<file path="config.mk">
export PLATFORM = sky130hd
export DESIGN_NAME = coarse_peak_finder
export DESIGN_NICKNAME = d
export VERILOG_FILES = /design/src/rtl/coarse_peak_finder_pkg.sv /design/src/rtl/binWindowSum3.sv /design/src/rtl/coarse_peak_finder.sv
export SDC_FILE = /design/constraint.sdc
export NUM_CORES = 1
export LEC_CHECK = 0
export BUFFER_PORTS_ARGS = -buffer_cell sky130_fd_sc_hd__clkbuf_2
export CORE_MARGIN = 2
export CORE_UTILIZATION = 50
export DETAILED_ROUTE_END_ITERATION = 8
export PLACE_DENSITY = 0.72
export SLEW_MARGIN = 20
export SYNTH_ARGS = -nofsm -noshare
export SYNTH_HDL_FRONTEND = slang
export SYNTH_HIERARCHICAL = 1
export SYNTH_SLANG_ARGS = --single-unit
</file>
<file path="constraint.sdc">
create_clock -name clk -period 9 [get_ports clk]
set_clock_uncertainty 0.05 [all_clocks]
set_input_delay 1.8 -clock clk [delete_from_list [all_inputs] [get_ports clk]]
set_output_delay 1.8 -clock clk [all_outputs]
set_load 0.02 [all_outputs]
</file>
<file path="src/rtl/coarse_peak_finder_pkg.sv">
// coarse_peak_finder_pkg: widths, FSM encodings and drain length for the peak finder.
// PEAK_SUM3_EN selects the 3-bin window score, which adds one drain cycle.
package coarse_peak_finder_pkg;
    localparam int NB_DEF = 5;
    localparam int CW_DEF = 10;
    localparam logic [1:0] PF_IDLE  = 2'd0;
    localparam logic [1:0] PF_READ  = 2'd1;
    localparam logic [1:0] PF_DRAIN = 2'd2;
    localparam logic [1:0] PF_DONE  = 2'd3;
`ifdef PEAK_SUM3_EN
    localparam int DRAIN_CYC = 2;
`else
    localparam int DRAIN_CYC = 1;
`endif
endpackage

</file>
<file path="src/rtl/binWindowSum3.sv">
// binWindowSum3: 3-tap sliding sum over the bin stream, scored at the centre bin (PEAK_SUM3_EN).
// Neighbours outside the histogram are zeroed via the first/last flags.
module binWindowSum3
    import coarse_peak_finder_pkg::*;
#(
    parameter int NB = NB_DEF,
    parameter int CW = CW_DEF
) (
    input  logic          clk,
    input  logic          res,
    input  logic          in_valid,
    input  logic          in_first,
    input  logic          in_last,
    input  logic [CW-1:0] in_data,
    input  logic [NB-1:0] in_idx,
    output logic          out_valid,
    output logic [CW+1:0] out_score,
    output logic [NB-1:0] out_idx
);
    logic [CW-1:0] cur_q, prev_q;
    logic [NB-1:0] idx_q;
    logic          v_q, last_q;

    always_ff @(posedge clk or negedge res) begin
        if (!res) begin
            cur_q  <= '0;
            prev_q <= '0;
            idx_q  <= '0;
            v_q    <= 1'b0;
            last_q <= 1'b0;
        end else begin
            v_q <= in_valid;
            if (in_valid) begin
                prev_q <= in_first ? '0 : cur_q;
                cur_q  <= in_data;
                last_q <= in_last;
                idx_q  <= in_idx;
            end
        end
    end

    // the live input is the right neighbour of the registered centre bin
    assign out_score = (CW+2)'(prev_q) + (CW+2)'(cur_q) + (last_q ? '0 : (CW+2)'(in_data));
    assign out_valid = v_q;
    assign out_idx   = idx_q;
endmodule

</file>
<file path="src/rtl/coarse_peak_finder.sv">
// coarse_peak_finder: scans one coarse TDC histogram from RAM and reports the highest bin.
// PEAK_SUM3_EN scores each bin as the sum of itself and its two neighbours.
module coarse_peak_finder
    import coarse_peak_finder_pkg::*;
#(
    parameter int NB = NB_DEF,
    parameter int CW = CW_DEF
) (
    input  logic          clk,
    input  logic          res,
    input  logic          start,
    input  logic [CW-1:0] minCount,
    output logic          rdEn,
    output logic [NB-1:0] rdAddr,
    input  logic [CW-1:0] rdData,
    output logic [NB-1:0] peakCH,
    output logic [CW+1:0] peakCount,
    output logic          peakValid,
    output logic          peakDone,
    output logic          busy
);
    localparam logic [NB-1:0] LAST = '1;

    logic [1:0]    state_q, state_d;
    logic [NB-1:0] addr_q, addr_d, idx_q, idx_d, ch_q, ch_d, didx_q, sc_idx, nidx;
    logic [CW-1:0] min_q, min_d;
    logic [CW+1:0] max_q, max_d, cnt_q, cnt_d, sc, nmax;
    logic          drn_q, drn_d, dvalid_q, valid_q, valid_d, done_q, sc_v, fin;

`ifdef PEAK_SUM3_EN
    binWindowSum3 #(.NB(NB), .CW(CW)) u_win (
        .clk      (clk),
        .res      (res),
        .in_valid (dvalid_q),
        .in_first (didx_q == '0),
        .in_last  (didx_q == LAST),
        .in_data  (rdData),
        .in_idx   (didx_q),
        .out_valid(sc_v),
        .out_score(sc),
        .out_idx  (sc_idx)
    );
`else
    assign sc     = {2'b00, rdData};
    assign sc_v   = dvalid_q;
    assign sc_idx = didx_q;
`endif

    // strict compare keeps the lowest index on ties
    assign nmax = (sc_v && sc > max_q) ? sc : max_q;
    assign nidx = (sc_v && sc > max_q) ? sc_idx : idx_q;
    assign fin  = state_q == PF_DRAIN && drn_q == 1'(DRAIN_CYC - 1);

    always_comb begin
        state_d = state_q;
        addr_d  = addr_q;
        min_d   = min_q;
        max_d   = nmax;
        idx_d   = nidx;
        drn_d   = drn_q;
        case (state_q)
            PF_IDLE: if (start) begin
                state_d = PF_READ;
                addr_d  = '0;
                min_d   = minCount;
                max_d   = '0;
                idx_d   = '0;
            end
            PF_READ: if (addr_q == LAST) begin
                state_d = PF_DRAIN;
                drn_d   = 1'b0;
            end else addr_d = addr_q + 1'b1;
            PF_DRAIN: if (fin) state_d = PF_DONE; else drn_d = 1'b1;
            default: state_d = PF_IDLE;
        endcase
    end

    assign valid_d = fin ? nmax >= {2'b00, min_q} : valid_q;
    assign ch_d    = fin ? (valid_d ? nidx : '0) : ch_q;
    assign cnt_d   = fin ? nmax : cnt_q;

    always_ff @(posedge clk or negedge res) begin
        if (!res) begin
            state_q  <= PF_IDLE;
            addr_q   <= '0;
            min_q    <= '0;
            max_q    <= '0;
            idx_q    <= '0;
            drn_q    <= 1'b0;
            dvalid_q <= 1'b0;
            didx_q   <= '0;
            ch_q     <= '0;
            cnt_q    <= '0;
            valid_q  <= 1'b0;
            done_q   <= 1'b0;
        end else begin
            state_q  <= state_d;
            addr_q   <= addr_d;
            min_q    <= min_d;
            max_q    <= max_d;
            idx_q    <= idx_d;
            drn_q    <= drn_d;
            dvalid_q <= state_q == PF_READ;
            didx_q   <= addr_q;
            ch_q     <= ch_d;
            cnt_q    <= cnt_d;
            valid_q  <= valid_d;
            done_q   <= fin;
        end
    end

    assign rdEn      = state_q == PF_READ;
    assign rdAddr    = addr_q;
    assign busy      = state_q != PF_IDLE;
    assign peakCH    = ch_q;
    assign peakCount = cnt_q;
    assign peakValid = valid_q;
    assign peakDone  = done_q;
endmodule
</file>
### After elaboration in Yosys (flattened, before gate mapping)

Index checks and enable logic that the tools add are counted.

* flip-flop bits (word level): 60
* output and inout port bits: 26
* logic and storage cells: 52

* add/subtract/negate cells: 1
* magnitude comparators: 2
* eq/ne operators: 8
* mux-type cells: 18
* bitwise logic cells: 1
* reductions and logical operators: 10

Operators by type and width (count)
* $mux 12: 3
* $mux 5: 6
* $ge 12x10->1: 1
* $gt 10x12->1: 1
* $pmux 5 s2: 1
* $reduce_and 3->1: 3
* $ne 2x2->1 const B: 4
* $mux 2: 3
* $pmux 2 s3: 1
* $reduce_bool 2->1: 3
* $add 5x1->5 const B: 1
* $eq 5x5->1 const B: 1
* $mux 1: 3
* $eq 2x1->1 const B: 1
* $eq 2x2->1 const B: 1
* $logic_and 1x1->1: 2
* $logic_not 2->1: 1
* $ne 2x1->1 const B: 1
* $pmux 1 s2: 1
* $reduce_and 2->1: 1
* $not 1->1: 1

### Logic depth before layout (Yosys ltp)

Gate-level depths: netlist of the first run.

* depth after elaboration: 6
* mapped depth: 16
* depth with buffers taken out: 15

### Worst setup path after synthesis of the first run

No wires, ideal clock.

* path kind: input port to flip-flop
* start point: input rdData[9]
* end point: register ch_q[0], in the netlist peakCH[0]
* arrival time: 4389 ps
* slack: 4436 ps
* stages on the path: 14
* cell sequence: ha_1 a211oi_1 a21oi_2 o221ai_4 buf_12 mux2i_2 inv_1 ha_1 a21o_1 a21oi_1 o311ai_0 nand4_1 a21o_1 o21ai_1

* word-level cells in the longest chain between the ends: 6
* elaborated cells on any way between the ends: 7
* those cells by class: order compare (2); mux (4); reduce/logical (1)

RTL lines
* start, declared: RTL line coarse_peak_finder.sv:15 `input logic [CW-1:0] rdData,`
* $gt 10x12->1: RTL line coarse_peak_finder.sv:50 `assign nmax = (sc_v && sc > max_q) ? sc : max_q;`
* $logic_and 1x1->1: RTL line coarse_peak_finder.sv:50
* $mux 12: RTL line coarse_peak_finder.sv:50
* net nmax[6]: RTL line coarse_peak_finder.sv:27 `logic [CW+1:0] max_q, max_d, cnt_q, cnt_d, sc, nmax;`
* $ge 12x10->1: RTL line coarse_peak_finder.sv:78 `assign valid_d = fin ? nmax >= {2'b00, min_q} : valid_q;`
* $mux 1: RTL line coarse_peak_finder.sv:78
* $mux 5: RTL line coarse_peak_finder.sv:79 `assign ch_d = fin ? (valid_d ? nidx : '0) : ch_q;`
* end signal, assigned: RTL line coarse_peak_finder.sv:105 `ch_q <= ch_d;`
* end, declared: RTL line coarse_peak_finder.sv:25 `logic [NB-1:0] addr_q, addr_d, idx_q, idx_d, ch_q, ch_d, didx_q, sc_idx, nidx;`

The timed path passes the listed nets, and every way through them passes these cells.
A chain may end at the register's enable or synchronous reset.

### Worst setup path in the final report of the first run

* start point: input rdData[9]
* end point: register ch_q[1], in the netlist peakCH[1]

* word-level cells in the longest chain between the ends: 6
* elaborated cells on any way between the ends: 7
* those cells by class: order compare (2); mux (4); reduce/logical (1)

RTL lines (RTL line)
* $gt 10x12->1: coarse_peak_finder.sv:50, coarse_peak_finder.sv:51
* $logic_and 1x1->1: coarse_peak_finder.sv:50, coarse_peak_finder.sv:51
* $mux 12: coarse_peak_finder.sv:50
* $ge 12x10->1: coarse_peak_finder.sv:78
* $mux 1: coarse_peak_finder.sv:78
* $mux 5 (*): coarse_peak_finder.sv:79

Mark *: on every way between the ends. The rest lies on a longest branch, timed or not.

==> reports/qor.yml, run 1 <==
yosys.area_share.simple_pct: 13.0
worst_slack_ns: 4.03
p_total_mw: 1.15
tightest_slew_ns: 0.773
fp.coreArea_sq_mm: 0.00557
cts_buffer_depth: 2
io_pins: 49
hold_viol: 0
crit_type: "in2reg"
port_buffers: 48
grt-ovfl-total: 0
vias: 2105
ys_ff_latch: 60
initial_core_util_pct: 52.6
grt_pass1_wl_microns: 9450
dp_hpwl_microns: 4140
synth-compound-area-share_pct: 12.2
min_path_cells: 2
cts_resized: 0
cts-buffers-inserted: 9
r2r-end: "peakCH[1]$_DFFE_PN0P_"
cp_data_required_time_ns: 9.16
clkTransAtPathRegs_ns: 0.06
pwr-share-clk_pct: 20.9
power_frac_seq_pct: 36.4
synthArstFlopShare_pct: 100
grt_pass1_vias: 2015
r2r_slack_ns: 5.20
yosys-mux-area-fraction_pct: 6.91
outcome: "finished clean"
power_density_mw_per_mm2: 337
syn_inst: 287
period_share_pct: 55.3
first_iter_violations: 108
dieArea_sq_mm: 0.00650
antenna_found_initial: 0
crit_path_max_incr_delay_ns: 0.63
place_congestion: 0.821
reg2reg_from: "max_q[9]$_DFF_PN0_"
power.leakage_nw: 1.85
nFillCells: 492
synth_top_family_by_area: "simple AND/OR/NAND/NOR gates"
avgSynthCellArea_sq_um: 10.2
critPathLaunchType: "input pin"
whs_ns: 0.436
cts_root_buf: "clkbuf_8"
num_antenna_cells: 0
r2r_cells: 13
hold_end: "peakCount[8]$_DFFE_PN0P_"
grt_max_degree: 61
critPathSlowestCell: "o221ai_4"
synth_area_leaders: "dfrtp_1 51%, ha_1 11%, nand2_1 5.4%"
synth_fp_nets: 335
wl_per_cell_microns: 13.6
areaGrowthSynthToFinish_pct: 16.8
clk_latency_ns: 0.33
cts_tree: "done"
die_w_microns: 80.6
via_per_inst: 5.07
intPower_mw: 0.693
synth_top_area_share_pct: 51.2
routed_wl_microns: 5650
setup_viol: 0
htreeDepth: 3
drc: 0
drive_gt1_share_pct: 23.3
drtAntennaViolNets: 0
crit_path_max_fanout: 15
synth-main-ff-cell: "dfrtp_1"
worstPathArrival_ns: 5.13
first_pass_iters: 4
fin_crit_ns: 4.97
yosysTopAreaCell: "dfrtp_1"
p_comb_share_pct: 42.6
synth_edf_count: 0
grt_usage_pct: 19.6
yosys_warnings: 6
vdd.ir_drop.worst_v: 0.000211
pre_cts_ws_ns: 3.67
cap_viol_max_count: 0
rows: 27
hp-start: "peakCount[8]$_DFFE_PN0P_"
post_cts_buffers: 0
clock-sinks: 60
path_common_cell: "ha_1"
crit_chain: "clkbuf_2 > ha_1 > a211oi_1 > a21oi_2 > o221ai_4 > mux2i_1 > ha_1 > nand2b_1 > a2111oi_0 > o311ai_0 > nand4_1 > a21o_1 > o21ai_1"
nets: 386
max_clock_freq_mhz: 201
slew_violations: 0
worstHoldPathType: "reg2reg"
relSlewSlack_pct: 48.5
cts_hold_buf: 0
rsz0062_at_grt: "false"
p_switching_mw: 0.460
ys_seq_area_share_pct: 51.2
p_sw_share_pct: 39.9
synth_area_sq_mm: 0.00293
synthDistinctLibCells: 37
synthAdderAreaFrac_pct: 10.7
tns_ns: 0
synth-xor-area-share_pct: 0
end_kind: "register"
die_h_microns: 80.6
cell usage in the layout, fill, tap and decap left out, drive strengths merged, types with 3 or more instances in the layout:
cell and count:
dfrtp 60, clkbuf 59, nand2 42, inv 34, o21ai 31, ha 25
nor2 18, mux2i 15, a21oi 11, nor3 5, nand2b 5, clkinv 4
mux2 3, nand4 3, and2 3
cells in the mapped netlist (8+ instances only):
cell,number
mux2i_1,10
dfrtp_1,60
inv_1,34
nand2_1,42
o21ai_1,10
nor2_1,18
a21oi_1,9
o21ai_0,21
ha_1,25
clkbuf_1,8
cells by family (layout without fill, tap and decap cells):
logic type / count (synthesis) / after routing
fa+ha+maj: 25 / 25
buf+inv: 43 / 99
compound gates: 57 / 57
mux: 18 / 18
simple gates: 84 / 84
flops: 60 / 60
power by group through the flow:
stage,Combinational [mW],Clock [mW],Sequential (mW)
3_5_place_dp,0.491,0,0.425
4_1_cts,0.497,0.244,0.422
6_report,0.492,0.241,0.420
3_3_place_gp,0.481,0,0.421
2_1_floorplan,0.331,0,0.454
5_1_grt,0.559,0.256,0.431
worst max-delay path by stage:
stage	start	end	depth (start not counted)
6_report	rdData[9]	peakCH[1]$_DFFE_PN0P_	13
5_1_grt	rdData[9]	peakCH[1]$_DFFE_PN0P_	13
4_1_cts	rdData[9]	peakCH[1]$_DFFE_PN0P_	13
3_5_place_dp	rdData[9]	peakCH[1]$_DFFE_PN0P_	13
3_3_place_gp	rdData[9]	peakCH[1]$_DFFE_PN0P_	13
2_1_floorplan	rdData[9]	peakCH[0]$_DFFE_PN0P_	14
metrics by stage:
stage	utilization, %	instances	instance area [sq um]
2_1_floorplan	-	287	2930
3_3_place_gp	57.8	399	3220
3_5_place_dp	57.8	399	3220
4_1_cts	61.4	415	3420
5_1_grt	61.5	415	3430
6_report	61.5	415	3430
layer usage:
layer,up-vias,share of wire (%),track usage [%]
met5,-,0,0
met4,0,1.7,7.63
met3,8,4.0,5.28
met2,36,44,28.7
met1,993,50,27.9
li1,1068,-,-
area by class of cell:
cell class	instances	area, sq um	share of cell area, %
Clock buffer	11	151	4.42
Clock inverter	5	50.0	1.46
Inverter	34	128	3.72
Multi-Input combinational cell	184	1260	36.7
Sequential cell	60	1500	43.8
Tap cell	72	90.1	2.63
Timing Repair Buffer	49	248	7.23
sequential cells by signal (all words and copies together), names as in the netlist, named ones only:
name       cells
min_q         10
peakCH         5
dvalid_q       1
drn_q          1
rdAddr         5
state_q        2
peakCount     12
max_q         12
didx_q         5
peakDone       1
idx_q          5
critical path, delay by kind of cell:
family	cells	cell delay (ns)
buffers and inverters	1	0.10
adders and majority gates	2	0.63
and+or+nand+nor	2	0.26
AOI/OAI and AO/OA	7	1.94
muxes	1	0.39
Power figures use the tool's default switching activity.
==> inputs of run 2 (changes only) <==
==> constraint.sdc (replaced) <==
create_clock -name clk -period 4.7 [get_ports clk]
set_clock_uncertainty 0.05 [all_clocks]
set_input_delay 0.94 -clock clk [delete_from_list [all_inputs] [get_ports clk]]
set_output_delay 0.94 -clock clk [all_outputs]
set_load 0.02 [all_outputs]
==> run 2 against run 1 <==
Effect of this change: power up 96%; design area increased by 0.66%; combinational power grew 94%; utilization up 0.40 points; flip-flop and latch count is the same; clock-buffer cell count is 1 lower; die area unchanged; register-to-register slack got worse by 4.1 ns; sequential share of layout area decreased by 0.29 points; critical path type unchanged; largest power group unchanged.
==> reports/qor.yml, run 2 (synthesis gave the netlist of run 1 again) <==
antenna_found_initial: 0
max_clock_freq_mhz: 254
worst_slack_ns: 0.761
final_cell_mix: "60 x dfrtp_1, 48 x clkbuf_2, 42 x nand2_1"
post-route-util_pct: 61.9
areaGrowthSynthToFinish_pct: 17.6
grt_pass1_wl_microns: 9700
grt_usage_pct: 19.9
cts-buffers-inserted: 9
grt-ovfl-total: 0
r2r_cells: 14
clk_latency_ns: 0.33
vdd.ir_drop.worst_v: 0.000369
die_w_microns: 80.6
relSlewSlack_pct: 49.4
critPathSlowestCell: "mux2i_1"
outcome: "finished clean"
cts_resized: 0
drtAntennaViolNets: 0
r2r_slack_ns: 1.07
design_area_sq_mm: 0.00345
via_per_inst: 5.16
power.leakage_nw: 1.85
end_kind: "register"
io_pins: 49
worstPathArrival_ns: 4.10
period_share_pct: 83.8
place_congestion: 0.811
grt_max_degree: 61
drc: 0
drive_gt1_share_pct: 23.3
dp_hpwl_microns: 4160
fp.coreArea_sq_mm: 0.00557
crit_path_max_fanout: 8
crit_type: "in2reg"
port_buffers: 48
cap_viol_max_count: 0
reg2reg_from: "max_q[9]$_DFF_PN0_"
hold_end: "didx_q[4]$_DFF_PN0_"
crit_path_max_incr_delay_ns: 0.40
first_pass_iters: 4
tns_ns: 0
power_density_mw_per_mm2: 656
rows: 27
min_path_cells: 0
grt_pass1_vias: 2061
path_common_cell: "ha_1"
placed_area_sq_mm: 0.00323
die_h_microns: 80.6
worstHoldPathType: "reg2reg"
initial_core_util_pct: 52.6
wl_per_cell_microns: 14.0
critPathLaunchType: "input pin"
cts_hold_buf: 0
num_antenna_cells: 0
cts_tree: "done"
post_cts_buffers: 0
vias: 2148
r2r-end: "peakCH[4]$_DFFE_PN0P_"
layout_commonest_cell: "dfrtp_1"
hp-start: "rdAddr[4]$_DFFE_PN0P_"
tightest_slew_ns: 0.759
htreeDepth: 3
clock-sinks: 60
first_iter_violations: 165
dieArea_sq_mm: 0.00650
cts_root_buf: "clkbuf_8"
cts_buffer_depth: 2
routed_wl_microns: 5820
nets: 387
setup_viol: 0
pre_cts_ws_ns: 0.427
crit_chain: "clkbuf_2 > ha_1 > a211oi_1 > a21oi_2 > o221ai_4 > buf_4 > mux2i_1 > inv_1 > ha_1 > a2111oi_0 > o311ai_0 > nand4_1 > a21o_1 > o21ai_1"
clkTransAtPathRegs_ns: 0.07
slew_violations: 0
hold_viol: 0
rsz0062_at_grt: "false"
p_total_mw: 2.26
fin_crit_ns: 3.94
cp_data_required_time_ns: 4.86
[run 2: worst max-delay path by stage]
stage / startpoint / endpoint / slack (ns) / depth (start not counted)
after floorplan: rdData[9] / peakCH[0]$_DFFE_PN0P_ / 1.0 / 14
after global placement: rdData[8] / peakCH[4]$_DFFE_PN0P_ / 0.49 / 15
after detailed placement: rdData[9] / peakCH[0]$_DFFE_PN0P_ / 0.43 / 14
after CTS: rdData[8] / peakCH[4]$_DFFE_PN0P_ / 0.78 / 15
after global routing: rdData[8] / peakCH[2]$_DFFE_PN0P_ / 0.40 / 15
final: rdData[9] / peakCH[4]$_DFFE_PN0P_ / 0.76 / 14
[run 2: area by class of cell]
cell class,instances,area (sq um)
repair buffers,50,255
clock inverters,6,88.8
flip-flops and latches,60,1500
inverters,34,128
multi-input cells,184,1260
fillers,493,2120
clock buffers,10,128
well taps,72,90.1
[run 2: routing by layer]
metal,track usage (%),part of all wire (%)
met5,0,0
met4,6.78,1.4
met3,4.83,3.5
met2,29.3,45
met1,28.8,50
[run 2: power breakdown]
group	switching (mW)	leakage [nW]	total (mW)	internal (mW)
Sequential	0.108	0.787	0.806	0.699
Combinational	0.593	0.960	0.955	0.362
Clock	0.202	0.102	0.500	0.298
[run 2: stage by stage]
step,instances,hold slack [ns]
2_1_floorplan,287,0.401
4_1_cts,416,0.434
3_3_place_gp,400,0.412
6_report,416,0.434
3_5_place_dp,400,0.424
5_1_grt,416,0.461
[run 2: critical path: cells and delay by family]
kind,cells,cell delay (ns)
adders and majority gates,2,0.55
muxes,1,0.40
buffers and inverters,3,0.48
AOI/OAI and AO/OA,7,1.58
and+or+nand+nor,1,0.13
==> inputs of run 3 (changes only) <==
--- a/config.mk
+++ b/config.mk
@@ -9,7 +9,7 @@
 export CORE_MARGIN = 2
 export CORE_UTILIZATION = 50
 export DETAILED_ROUTE_END_ITERATION = 8
-export PLACE_DENSITY = 0.72
+export PLACE_DENSITY = 0.75
 export SLEW_MARGIN = 20
 export SYNTH_ARGS = -nofsm -noshare
 export SYNTH_HDL_FRONTEND = slang
==> constraint.sdc (replaced) <==
create_clock -name clk -period 3.2 [get_ports clk]
set_clock_uncertainty 0.05 [all_clocks]
set_input_delay 0.64 -clock clk [delete_from_list [all_inputs] [get_ports clk]]
set_output_delay 0.64 -clock clk [all_outputs]
set_load 0.02 [all_outputs]
==> run 3 against run 2 <==
Effect of this change: the run now ends with negative setup slack left; via count increased by 10%; sequential power up 48%; flip-flop and latch count unchanged; combinational power increased by 110%; critical path depth increased by 1; first-iteration DRC count up 16%; setup slack lost 0.81 ns; clock-buffer cell count up 3; global-route usage rose by 2.4 points; non-clock buffer count grew 30; power is 70% higher.
==> reports/qor.yml, run 3 (synthesis gave the netlist of run 1 again) <==
outcome: "finished, violations left"
violations: "negative setup slack"
final_cell_mix: "60 x dfrtp_1, 48 x clkbuf_2, 42 x nand2_1"
cp_data_required_time_ns: 3.37
place_congestion: 0.800
nFillCells: 400
worst_slack_ns: -0.0527
dp_cells: 423
dp_hpwl_microns: 4470
wl_per_cell_microns: 15.1
crit_path_max_fanout: 7
grt_pass1_vias: 2212
r2r_cells: 15
reg2reg_from: "max_q[1]$_DFF_PN0_"
layout_commonest_cell: "dfrtp_1"
p_total_mw: 3.85
crit_type: "reg2reg"
vias: 2373
met1Wirelength_microns: 2970
clk_latency_ns: 0.34
power.leakage_nw: 2.00
fin_crit_ns: 3.25
worstPathArrival_ns: 3.42
die_w_microns: 80.6
grt_max_degree: 61
routed.top_layer: "met4"
r2r_slack_ns: -0.05
cts_root_buf: "clkbuf_8"
first_pass_iters: 4
nets: 417
relSlewSlack_pct: 51.7
setup_viol: 6
fp.coreArea_sq_mm: 0.00557
hold_viol: 0
cap_viol_max_count: 0
grt-ovfl-total: 0
wl_met2_microns: 3320
port_buffers: 48
drive_gt1_share_pct: 35.3
worstHoldPathType: "in2async"
tightest_slew_ns: 0.724
num_antenna_cells: 0
cts-buffers-inserted: 9
cts_hold_buf: 0
areaGrowthSynthToFinish_pct: 33.7
clock-sinks: 60
power_density_mw_per_mm2: 982
grt_pass1_wl_microns: 10700
antenna_found_initial: 0
max_clock_freq_mhz: 307
dr_wl_met3_microns: 316
first_iter_violations: 191
stdcell_count: 446
rows: 27
slew_violations: 0
cts_tree: "done"
cts_buffer_depth: 2
critPathLaunchType: "register"
die_h_microns: 80.6
rsz0062_at_grt: "true"
via_per_inst: 5.32
initial_core_util_pct: 52.6
clkTransAtPathRegs_ns: 0.07
drc: 0
end_kind: "register"
period_share_pct: 102
routed_wl_microns: 6740
pre_cts_ws_ns: -0.400
grt_usage_pct: 22.3
dieArea_sq_mm: 0.00650
drtAntennaViolNets: 0
io_pins: 49
htreeDepth: 3
r2r-end: "peakCH[4]$_DFFE_PN0P_"
vdd.ir_drop.worst_v: 0.000570
-- run 3: cell count changes in the layout (fill, tap and decap cells not counted), sizes merged --
cell,previous run,this run
buf,2,32
clkbuf,58,61
bufinv,2,1
clkinv,2,0
-- run 3: worst max-delay path by stage --
stage	from	endpoint	slack, ns	depth (start not counted)
2_1_floorplan	rdData[5]	peakCH[0]$_DFFE_PN0P_	-0.02	15
3_3_place_gp	rdData[1]	peakCH[4]$_DFFE_PN0P_	-0.34	14
3_5_place_dp	rdData[5]	peakCH[4]$_DFFE_PN0P_	-0.40	13
4_1_cts	max_q[5]$_DFF_PN0_	peakCH[4]$_DFFE_PN0P_	-0.03	15
5_1_grt	max_q[1]$_DFF_PN0_	peakCH[4]$_DFFE_PN0P_	-0.19	15
6_report	max_q[1]$_DFF_PN0_	peakCH[4]$_DFFE_PN0P_	-0.05	15
-- run 3: where the power goes --
part | internal (mW) | switching (mW) | leakage (nW)
clock network | 0.403 | 0.293 | 0.0959
registers | 1.03 | 0.167 | 0.787
logic | 0.898 | 1.07 | 1.12
-- run 3: per-stage QoR --
stage,TNS (ns),hold slack (ns),cell area [sq um],util (%)
6_report,-0.229,0.387,3920,70.4
2_1_floorplan,-0.0923,0.294,3010,-
5_1_grt,-1.05,0.449,3920,70.4
3_3_place_gp,-2.03,0.405,3490,62.6
4_1_cts,-0.100,0.421,3760,67.5
3_5_place_dp,-2.34,0.411,3490,62.6
-- run 3: layout make-up --
type / count / area, sq um / area share [%]
well taps: 72 / 90.1 / 2.30
repair buffers: 80 / 497 / 12.7
clock inverters: 3 / 45.0 / 1.15
flip-flops and latches: 60 / 1500 / 38.3
inverters: 34 / 128 / 3.25
multi-input cells: 184 / 1500 / 38.3
clock buffers: 13 / 159 / 4.05
-- run 3: repair_timing --
item | in CTS | in global routing
setup endpoints to repair | 6 | 6
resized for setup | 9 | 20
setup buffers | 3 | 4
pin swaps | 10 | 8
-- run 3: metal layers --
| metal | track usage, % | vias to the layer above |
|---|---|---|
| li1 | - | 1133 |
| met1 | 31.2 | 1157 |
| met2 | 33.4 | 68 |
| met3 | 5.17 | 15 |
| met4 | 9.66 | 0 |
| met5 | 0 | - |
-- run 3: critical path, cell delays in order (launching register included) --
cell and delay, ns:
dfrtp_1 0.39, inv_2 0.07, ha_4 0.20, nor2b_1 0.13, o211ai_1 0.21, a21oi_2 0.10, o221ai_4 0.30, buf_12 0.20
mux2i_1 0.31, inv_1 0.08, ha_1 0.31, a21oi_2 0.17, o311ai_2 0.12, nand4_1 0.12, a21o_1 0.26, o21ai_1 0.10
